[config.mk]
export PLATFORM = sky130hd
export DESIGN_NAME = mem_access_unit
export DESIGN_NICKNAME = d
export VERILOG_FILES = /design/src/rtl/mem_access_unit.sv
export SDC_FILE = /design/constraint.sdc
export NUM_CORES = 1
export LEC_CHECK = 0
export CAP_MARGIN = 30
export CORE_AREA = 2 2 152 154
export DETAILED_ROUTE_END_ITERATION = 12
export DIE_AREA = 0 0 154 156
export DONT_BUFFER_PORTS = 1
export PLACE_DENSITY = 0.68
export SETUP_SLACK_MARGIN = 0.05
export SYNTH_ARGS = -nofsm -noshare
export SYNTH_HDL_FRONTEND = slang
export SYNTH_SLANG_ARGS = --single-unit
[constraint.sdc]
create_clock -name CLK -period 6.5 [get_ports CLK]
set_input_delay 1.3 -clock CLK [delete_from_list [all_inputs] [get_ports CLK]]
set_output_delay 1.3 -clock CLK [all_outputs]
set_load 0.02 [all_outputs]
[src/rtl/mem_access_unit.sv]
// -----------------------------------------------------------------------------
// mem_access_unit
//
// Load/store access unit between the EX/MEM pipeline register and a 64-bit,
// doubleword-indexed data memory. Byte-addressed requests of 1/2/4/8 bytes are
// turned into doubleword accesses. Sub-doubleword loads are lane-extracted and
// sign/zero-extended. Sub-doubleword stores are done as read-modify-write.
// The upstream pipeline is stalled while an access is in flight.
//
// Ports
//   CLK         system clock, all state updates on the rising edge
//   RST_N       synchronous active-low reset
//   REQ_VALID   request present (sampled only in IDLE)
//   REQ_WRITE   1 = store, 0 = load
//   REQ_SIZE    00 byte, 01 half, 10 word, 11 doubleword
//   REQ_SIGNED  sign-extend loaded data (ignored for stores/doubleword)
//   REQ_ADDR    byte address, little-endian
//   REQ_WDATA   store data, right-justified
//   STALL       high whenever the unit is not IDLE
//   RESP_VALID  one-cycle completion pulse
//   RESP_RDATA  extended load result, held until the next load completes
//   FAULT       one-cycle pulse for a misaligned or out-of-range request
//   MEM_READ    memory read enable
//   MEM_WRITE   memory write enable (gated by RST_N)
//   MEM_ADDR    doubleword index, 0 while IDLE
//   MEM_WDATA   doubleword write data
//   MEM_RDATA   memory read data, combinational read
//
// The data path is written for DATA_W = 64.
// -----------------------------------------------------------------------------
module mem_access_unit #(
    parameter int DATA_W    = 64,
    parameter int MEM_WORDS = 16
) (
    input  logic              CLK,
    input  logic              RST_N,
    input  logic              REQ_VALID,
    input  logic              REQ_WRITE,
    input  logic [1:0]        REQ_SIZE,
    input  logic              REQ_SIGNED,
    input  logic [63:0]       REQ_ADDR,
    input  logic [DATA_W-1:0] REQ_WDATA,
    output logic              STALL,
    output logic              RESP_VALID,
    output logic [DATA_W-1:0] RESP_RDATA,
    output logic              FAULT,
    output logic              MEM_READ,
    output logic              MEM_WRITE,
    output logic [63:0]       MEM_ADDR,
    output logic [DATA_W-1:0] MEM_WDATA,
    input  logic [DATA_W-1:0] MEM_RDATA
);

    localparam logic [1:0] ST_IDLE  = 2'd0;
    localparam logic [1:0] ST_READ  = 2'd1;
    localparam logic [1:0] ST_WRITE = 2'd2;

    localparam logic [60:0] MEM_WORDS_IDX = 61'(MEM_WORDS);

    // Right-justified all-ones mask covering one access of the given size.
    function automatic logic [63:0] size_mask(input logic [1:0] size);
        logic [63:0] m;
        case (size)
            2'b00:   m = 64'h0000_0000_0000_00FF;
            2'b01:   m = 64'h0000_0000_0000_FFFF;
            2'b10:   m = 64'h0000_0000_FFFF_FFFF;
            default: m = 64'hFFFF_FFFF_FFFF_FFFF;
        endcase
        return m;
    endfunction

    // Mask a right-justified lane to its size and extend to 64 bits.
    // A doubleword never sign-extends, so REQ_SIGNED is a no-op for it.
    function automatic logic [63:0] extend_lane(input logic [63:0] lane,
                                                input logic [1:0]  size,
                                                input logic        sgn);
        logic [63:0] m;
        logic        sb;
        m = size_mask(size);
        case (size)
            2'b00:   sb = lane[7];
            2'b01:   sb = lane[15];
            2'b10:   sb = lane[31];
            default: sb = 1'b0;
        endcase
        if (sgn && sb) begin
            return (lane & m) | ~m;
        end else begin
            return lane & m;
        end
    endfunction

    logic [1:0]        state_r;
    logic              write_r;
    logic [1:0]        size_r;
    logic              signed_r;
    logic [2:0]        offset_r;
    logic [60:0]       index_r;
    logic [DATA_W-1:0] wdata_r;      // store data, replaced by the merged word after READ
    logic              resp_valid_r;
    logic [DATA_W-1:0] resp_rdata_r;
    logic              fault_r;

    logic              misalign_s;
    logic              out_of_range_s;
    logic [5:0]        shift_s;
    logic [63:0]       load_data_s;
    logic [63:0]       merge_s;

    // Request legality check on the live request inputs.
    always_comb begin
        misalign_s = 1'b0;
        case (REQ_SIZE)
            2'b00:   misalign_s = 1'b0;
            2'b01:   misalign_s = REQ_ADDR[0];
            2'b10:   misalign_s = |REQ_ADDR[1:0];
            2'b11:   misalign_s = |REQ_ADDR[2:0];
            default: misalign_s = 1'b1;
        endcase
        out_of_range_s = (REQ_ADDR[63:3] >= MEM_WORDS_IDX);
    end

    // Lane extraction for loads and lane merge for sub-doubleword stores.
    always_comb begin
        shift_s     = {offset_r, 3'b000};
        load_data_s = extend_lane(MEM_RDATA >> shift_s, size_r, signed_r);
        merge_s     = (MEM_RDATA & ~(size_mask(size_r) << shift_s))
                    | ((wdata_r & size_mask(size_r)) << shift_s);
    end

    // Access sequencer: IDLE -> READ [-> WRITE] / IDLE -> WRITE -> IDLE.
    always_ff @(posedge CLK) begin
        if (!RST_N) begin
            state_r      <= ST_IDLE;
            write_r      <= 1'b0;
            size_r       <= 2'b00;
            signed_r     <= 1'b0;
            offset_r     <= 3'b000;
            index_r      <= '0;
            wdata_r      <= '0;
            resp_valid_r <= 1'b0;
            resp_rdata_r <= '0;
            fault_r      <= 1'b0;
        end else begin
            resp_valid_r <= 1'b0;
            fault_r      <= 1'b0;
            case (state_r)
                ST_IDLE: begin
                    if (REQ_VALID) begin
                        if (misalign_s || out_of_range_s) begin
                            fault_r <= 1'b1;
                        end else begin
                            write_r  <= REQ_WRITE;
                            size_r   <= REQ_SIZE;
                            signed_r <= REQ_SIGNED;
                            offset_r <= REQ_ADDR[2:0];
                            index_r  <= REQ_ADDR[63:3];
                            wdata_r  <= REQ_WDATA;
                            // Full-doubleword stores need no read-back.
                            if (REQ_WRITE && (REQ_SIZE == 2'b11)) begin
                                state_r <= ST_WRITE;
                            end else begin
                                state_r <= ST_READ;
                            end
                        end
                    end else begin
                        state_r <= ST_IDLE;
                    end
                end
                ST_READ: begin
                    if (write_r) begin
                        wdata_r <= merge_s;
                        state_r <= ST_WRITE;
                    end else begin
                        resp_rdata_r <= load_data_s;
                        resp_valid_r <= 1'b1;
                        state_r      <= ST_IDLE;
                    end
                end
                ST_WRITE: begin
                    resp_valid_r <= 1'b1;
                    state_r      <= ST_IDLE;
                end
                default: begin
                    state_r <= ST_IDLE;
                end
            endcase
        end
    end

    assign STALL      = (state_r != ST_IDLE);
    assign RESP_VALID = resp_valid_r;
    assign RESP_RDATA = resp_rdata_r;
    assign FAULT      = fault_r;
    assign MEM_READ   = (state_r == ST_READ);
    // Gated by RST_N so a reset landing on a WRITE cycle commits nothing.
    assign MEM_WRITE  = (state_r == ST_WRITE) && RST_N;
    assign MEM_ADDR   = (state_r != ST_IDLE) ? {3'b000, index_r} : 64'h0;
    assign MEM_WDATA  = wdata_r;

endmodule
; ---- Word-level counts from Yosys, hierarchy flattened
; Index checks and enable logic that the tools add are counted.
[op_classes]
muxes = 17
reduce_logical = 15
eq_ne = 11
shift = 3
bitwise = 9
order_cmp = 1
[ops]
columns = op, n
row1 = 2-to-1 mux 64 bit, 4
row2 = AND 64 bit, 3
row3 = one-hot mux 64 bit (3 select lines), 1
row4 = inverter 64 bit, 2
row5 = OR 64 bit, 2
row6 = one-hot mux 64 bit (2 select lines), 1
row7 = << shifter 64 x 6 -> 64 bit, 2
row8 = >> shifter 64 x 6 -> 64 bit, 1
row9 = "greater-or-equal comparator 61 x 5 -> 1 bit, second input constant", 1
row10 = 2-to-1 mux 61 bit, 1
row11 = "== test 2 bit, second input constant", 4
row12 = 2-to-1 mux 2 bit, 4
row13 = "== test 2 x 1 -> 1 bit, second input constant", 3
row14 = zero test 2 bit, 3
row15 = AND reduction 3 bit, 2
row16 = "inequality test 2 bit, second input constant", 2
row17 = one-hot mux 1 bit (4 select lines), 1
row18 = one-hot mux 2 bit (2 select lines), 1
row19 = AND reduction 4 bit, 1
row20 = nonzero test 2 bit, 2
row21 = logical AND 1 bit, 3
row22 = "inequality test 3 bit, second input constant", 1
row23 = one-hot mux 1 bit (3 select lines), 1
row24 = OR reduction 3 bit, 1
row25 = 7 further kinds, 9
[totals]
out_inout_bits = 197
regBits = 200
elab_cells = 66
input_bits = 199

; ---- Logic depth before layout (Yosys ltp)
[logic_depth]
ltp_word = 8
ltp_mapped = 11

; ---- Least setup slack after synthesis
; Ideal clock, no wire load.
[synth_timing]
path_kind = input -> output
startpoint = input RST_N
endpoint = output MEM_WRITE
arrival_ps = 2319
stages = 4
required_ps = 5200
slack_ps = 2881
cell_sequence = clkbuf_1 clkbuf_1 clkbuf_1 and2_1
[synth_via]
elab_chain_len = 1
[synth_lines]
columns = item, line
row1 = from (decl), 36  ; input logic RST_N,
row2 = logical AND 1 bit, 197  ; assign MEM_WRITE = (state_r == ST_WRITE) && RST_N;
row3 = to (decl), 48  ; output logic MEM_WRITE,
; Every way passes these cells.

; ---- Worst setup path in the final report
[layout_timing]
startpoint = register offset_r[1]
endpoint = register resp_rdata_r[23] (netlist: RESP_RDATA[23])
[layout_via]
elab_chain_len = 4
word_cells_on_any_way = 6
classes_between = 1 x shift / 2 x mux / 2 x bitwise / 1 x reduce/logical
[layout_lines]
columns = item, line
row1 = from (decl), 97  ; logic [2:0] offset_r;
row2 = from (signal assigned), 156  ; offset_r <= REQ_ADDR[2:0];
row3 = >> shifter 64 x 6 -> 64 bit *, 126  ; load_data_s = extend_lane(MEM_RDATA >> shift_s, size_r, signed_r);
row4 = one-hot mux 1 bit (3 select lines) / AND 64 bit (equally long branches), "80, 87, 89"
row5 = logical AND 1 bit / OR 64 bit (equally long branches), "86, 87"
row6 = 2-to-1 mux 64 bit *, 86  ; if (sgn && sb) begin
row7 = to (signal assigned), 175  ; resp_rdata_r <= load_data_s;
row8 = to (decl), 101  ; logic [DATA_W-1:0] resp_rdata_r;
; Every way passes the cells marked *; elsewhere a longest branch is shown, timed or not.
; A chain may end at the register's enable or synchronous reset.

==> impl_metrics.sql <==
INSERT INTO impl_metrics (metric_group, metric, value, unit) VALUES
('clock_tree', 'cts_resized', '0', ''),
('global_route', 'antenna_found_initial', '5', ''),
('setup_path', 'critPathKind', 'reg -> reg', ''),
('setup_path', 'regToRegStartpoint', 'offset_r[1]', ''),
('setup_path', 'timing.critical_path.slowest_cell_delay', '0.94', 'ns'),
('final_layout', 'fillerInstances', '2017', ''),
('sta', 'final_min_period_over_clock_period', '57.7', '%'),
('placed_design', 'dp_slack', '2.51', 'ns'),
('synthesis', 'post_synth_inst_count', '1419', ''),
('setup_path', 'worst_setup_path_end_kind', 'flop', ''),
('setup_path', 'worstPathRequired', '6.81', 'ns'),
('synthesis', 'synth-async-reset-ratio', '0', '%'),
('setup_path', 'critPathLaunchType', 'flop', ''),
('clock_tree', 'htreeDepth', '4', ''),
('placed_design', 'place_hpwl', '32500', 'um'),
('sta', 'skew', '0.0142', 'ns'),
('sta', 'max_slew.worst_pin.slew', '1.10', 'ns'),
('min_path', 'hp-start', 'index_r[0]', ''),
('synthesis', 'syn-mean-instance-area', '8.28', 'um2'),
('route', 'wire_per_inst', '28.9', 'um'),
('placed_design', 'io_buffers', '0', ''),
('flow_run', 'drv.max_cap_violation_count', '0', ''),
('pwr', 'vdd.ir_drop.worst', '0.168', 'mV'),
('clock_tree', 'tritoncts', 'done', ''),
('synthesis', 'yosys_warnings', '0', ''),
('global_route', 'grt_max_degree', '243', ''),
('global_route', 'globalRoute.totalOverflow', '0', ''),
('floorplanning', 'fp-row-count', '55', ''),
('sta', 'clock.fmax', '0.267', 'GHz'),
('clock_tree', 'cts-buffers-inserted', '17', ''),
('min_path', 'hold_end', 'index_r[0]', ''),
('setup_path', 'regToRegSetupSlack', '2.75', 'ns'),
('synthesis', 'synth_top_area_cell', 'sky130_fd_sc_hd__dfxtp_1', ''),
('sta', 'finalWorstSetupSlack', '2.75', 'ns'),
('clock_tree', 'path_clk_slew', '0.08', 'ns'),
('final_layout', 'drive_gt1_share', '9.12', '%'),
('clock_tree', 'clk_root_buffer_cell', 'sky130_fd_sc_hd__clkbuf_16', ''),
('outcome', 'run_status', 'completed', ''),
('clock_tree', 'post_cts_buffers', '0', ''),
('sta', 'timing.final.setup_violations', '0', ''),
('synthesis', 'number_of_distinct_library_cells_after_synthesis', '63', ''),
('setup_path', 'worst_path_max_delay_cell', 'sky130_fd_sc_hd__dfxtp_4', ''),
('route', 'postRouteWirelength', '46300', 'um'),
('global_route', 'grt_use_total', '36.1', '%'),
('setup_path', 'critical_r2r_capture', 'RESP_RDATA[23]', ''),
('setup_path', 'critPathLaunch', 'offset_r[1]', ''),
('clock_tree', 'cts.sink_count', '200', ''),
('pwr', 'cellPowerDensity', '199', 'nW/um2'),
('route', 'route.detailed.vias_per_inst', '7.28', ''),
('clock_tree', 'worst_skew_pair.late_latency', '0.45', 'ns'),
('global_route', 'vias_in_the_first_global_route', '10200', ''),
('setup_path', 'critical_path.cell_chain', 'buf_4 -> mux2i_1 -> o2bb2ai_1 -> o21ai_1 -> a21oi_1 -> o31ai_1 -> nor2_1', ''),
('route', 'ant_nets', '0', ''),
('setup_path', 'endpoint_arrival_time_on_the_critical_path', '4.06', 'ns'),
('synthesis', 'part_of_the_yosys_area_used_for_sequential_elements', '34.1', '%'),
('final_layout', 'area.growth.synth_to_final', '5.31', '%'),
('final_layout', 'number_of_nets_in_the_layout', '1505', ''),
('route', 'drcViolationCount', '0', ''),
('floorplanning', 'design.portCount', '396', ''),
('setup_path', 'worstPathMaxFanout', '80', ''),
('min_path', 'holdCritPathClass', 'reg -> reg', ''),
('route', 'drt_pre_antenna_iters', '7', ''),
('clock_tree', 'hold_buffers', '0', ''),
('synthesis', 'synth.cell_area', '11800', 'um2'),
('sta', 'tns', '0', 'ns'),
('route', 'dr_total_vias', '11700', ''),
('sta', 'fin_crit', '3.75', 'ns'),
('floorplanning', 'die_area', '24000', 'um2'),
('route', 'drc_marker_count_from_the_first_detailed_route_iteration', '2004', ''),
('setup_path', 'r2r_cells', '7', ''),
('clock_tree', 'cts_max_path_buffers', '2', '');
registers in the layout (all words and copies together) (netlist names), 2 cells and up:
| name | count |
|---|---|
| RESP_RDATA | 64 |
| size_r | 2 |
| MEM_WDATA | 64 |
| offset_r | 3 |
| index_r | 61 |
| state_r | 2 |
per-layer routing:
layer | wire length, um | global-route usage [%] | vias up
li1 | - | - | 5129
met1 | 17200 | 46.6 | 5448
met2 | 19500 | 52.1 | 946
met3 | 6930 | 14.5 | 161
met4 | 2620 | 18.1 | 4
met5 | 21 | 0 | -
layout make-up:
cell class | instances | area (um2) | share of cell area [%]
Clock inverter | 15 | 215 | 1.74
Tap cell | 285 | 357 | 2.88
Inverter | 13 | 48.8 | 0.394
Multi-Input combinational cell | 1049 | 7100 | 57.3
Sequential cell | 200 | 4010 | 32.4
Antenna cell | 4 | 10.0 | 0.0809
Clock buffer | 17 | 425 | 3.44
Timing Repair Buffer | 22 | 213 | 1.72
kinds of logic (layout without fill, tap and decap cells):
group,after synthesis,in the layout,synth area share [%]
simple gates,454,454,20.7
other cells,1,7,0.0319
flops,200,200,34.1
buf+inv,172,67,5.95
fa+ha+maj,3,3,0.319
mux,107,107,11.7
compound gates,482,482,27.2
report_power, final:
group	internal, mW	switching [mW]
clock network	0.568	0.587
logic	0.0353	0.0445
registers	1.22	0.000893
total	1.83	0.633
critical path: cells and delay by family (launching register included):
family,cells,cell delay [ns]
AO/OA/AOI/OAI,4,1.45
flip-flops,1,0.94
buffers and inverters,1,0.65
multiplexers,1,0.39
AND/OR/NAND/NOR,1,0.10
through the flow:
stage                     utilization, %  cells  power (mW)  instance area [um2]  hold slack [ns]
after CTS                           55.2   1600        2.46                12300            0.480
after global routing                55.3   1602        2.52                12400            0.492
after detailed placement            52.3   1568        1.33                11700            0.458
final                               55.4   1605        2.46                12400            0.476
after global placement              52.1   1565        1.33                11700            0.446
after floorplan                        -   1421        1.34                11800            0.436
how the worst max path moves through the flow:
stage | end
floorplan | MEM_WRITE
global placement | MEM_WDATA[10]
detailed placement | MEM_WDATA[11]
CTS | RESP_RDATA[23]
global route | RESP_RDATA[21]
finish | RESP_RDATA[23]
cell usage after synthesis (7+ instances only):
master                      count
sky130_fd_sc_hd__nor2_1        26
sky130_fd_sc_hd__a221oi_1      28
sky130_fd_sc_hd__a22o_1         7
sky130_fd_sc_hd__and2_1         7
sky130_fd_sc_hd__nand3b_1      13
sky130_fd_sc_hd__nor4_1        13
sky130_fd_sc_hd__a221o_1       12
sky130_fd_sc_hd__mux2_2        16
sky130_fd_sc_hd__o211ai_1      34
sky130_fd_sc_hd__a311oi_1       8
sky130_fd_sc_hd__a32o_1         8
sky130_fd_sc_hd__nand2_1      150
sky130_fd_sc_hd__mux2i_1       68
sky130_fd_sc_hd__nand3_1       24
sky130_fd_sc_hd__o221ai_1      11
sky130_fd_sc_hd__a21oi_1      104
sky130_fd_sc_hd__nor2b_1       74
sky130_fd_sc_hd__inv_1         10
sky130_fd_sc_hd__buf_2         22
sky130_fd_sc_hd__a211oi_1      28
sky130_fd_sc_hd__dfxtp_1      200
sky130_fd_sc_hd__o21ai_0      152
sky130_fd_sc_hd__a31oi_1        8
sky130_fd_sc_hd__o31ai_1       30
sky130_fd_sc_hd__and3_1        57
sky130_fd_sc_hd__nand4_1       63
sky130_fd_sc_hd__o221a_2        7
sky130_fd_sc_hd__mux4_2        23
sky130_fd_sc_hd__clkbuf_1     117
sky130_fd_sc_hd__nor3_1        10
sky130_fd_sc_hd__o2bb2ai_1      9
sky130_fd_sc_hd__buf_1         15
layout by cell type (no fill, tap or decap), drive strengths merged, types with 17 or more instances in the layout:
cell / Yosys / layout
o31ai: 30 / 30
o21ai: 154 / 154
nand3: 24 / 24
and3: 57 / 57
mux2i: 68 / 68
a21oi: 104 / 104
nor2: 26 / 26
a221oi: 28 / 28
a211oi: 28 / 28
mux4: 23 / 23
buf: 42 / 22
dfxtp: 200 / 200
inv: 11 / 18
o211ai: 34 / 34
clkbuf: 117 / 17
nand2: 150 / 150
nand4: 64 / 64
nor2b: 74 / 74
Note: power is estimated with default switching activity, not from simulation.
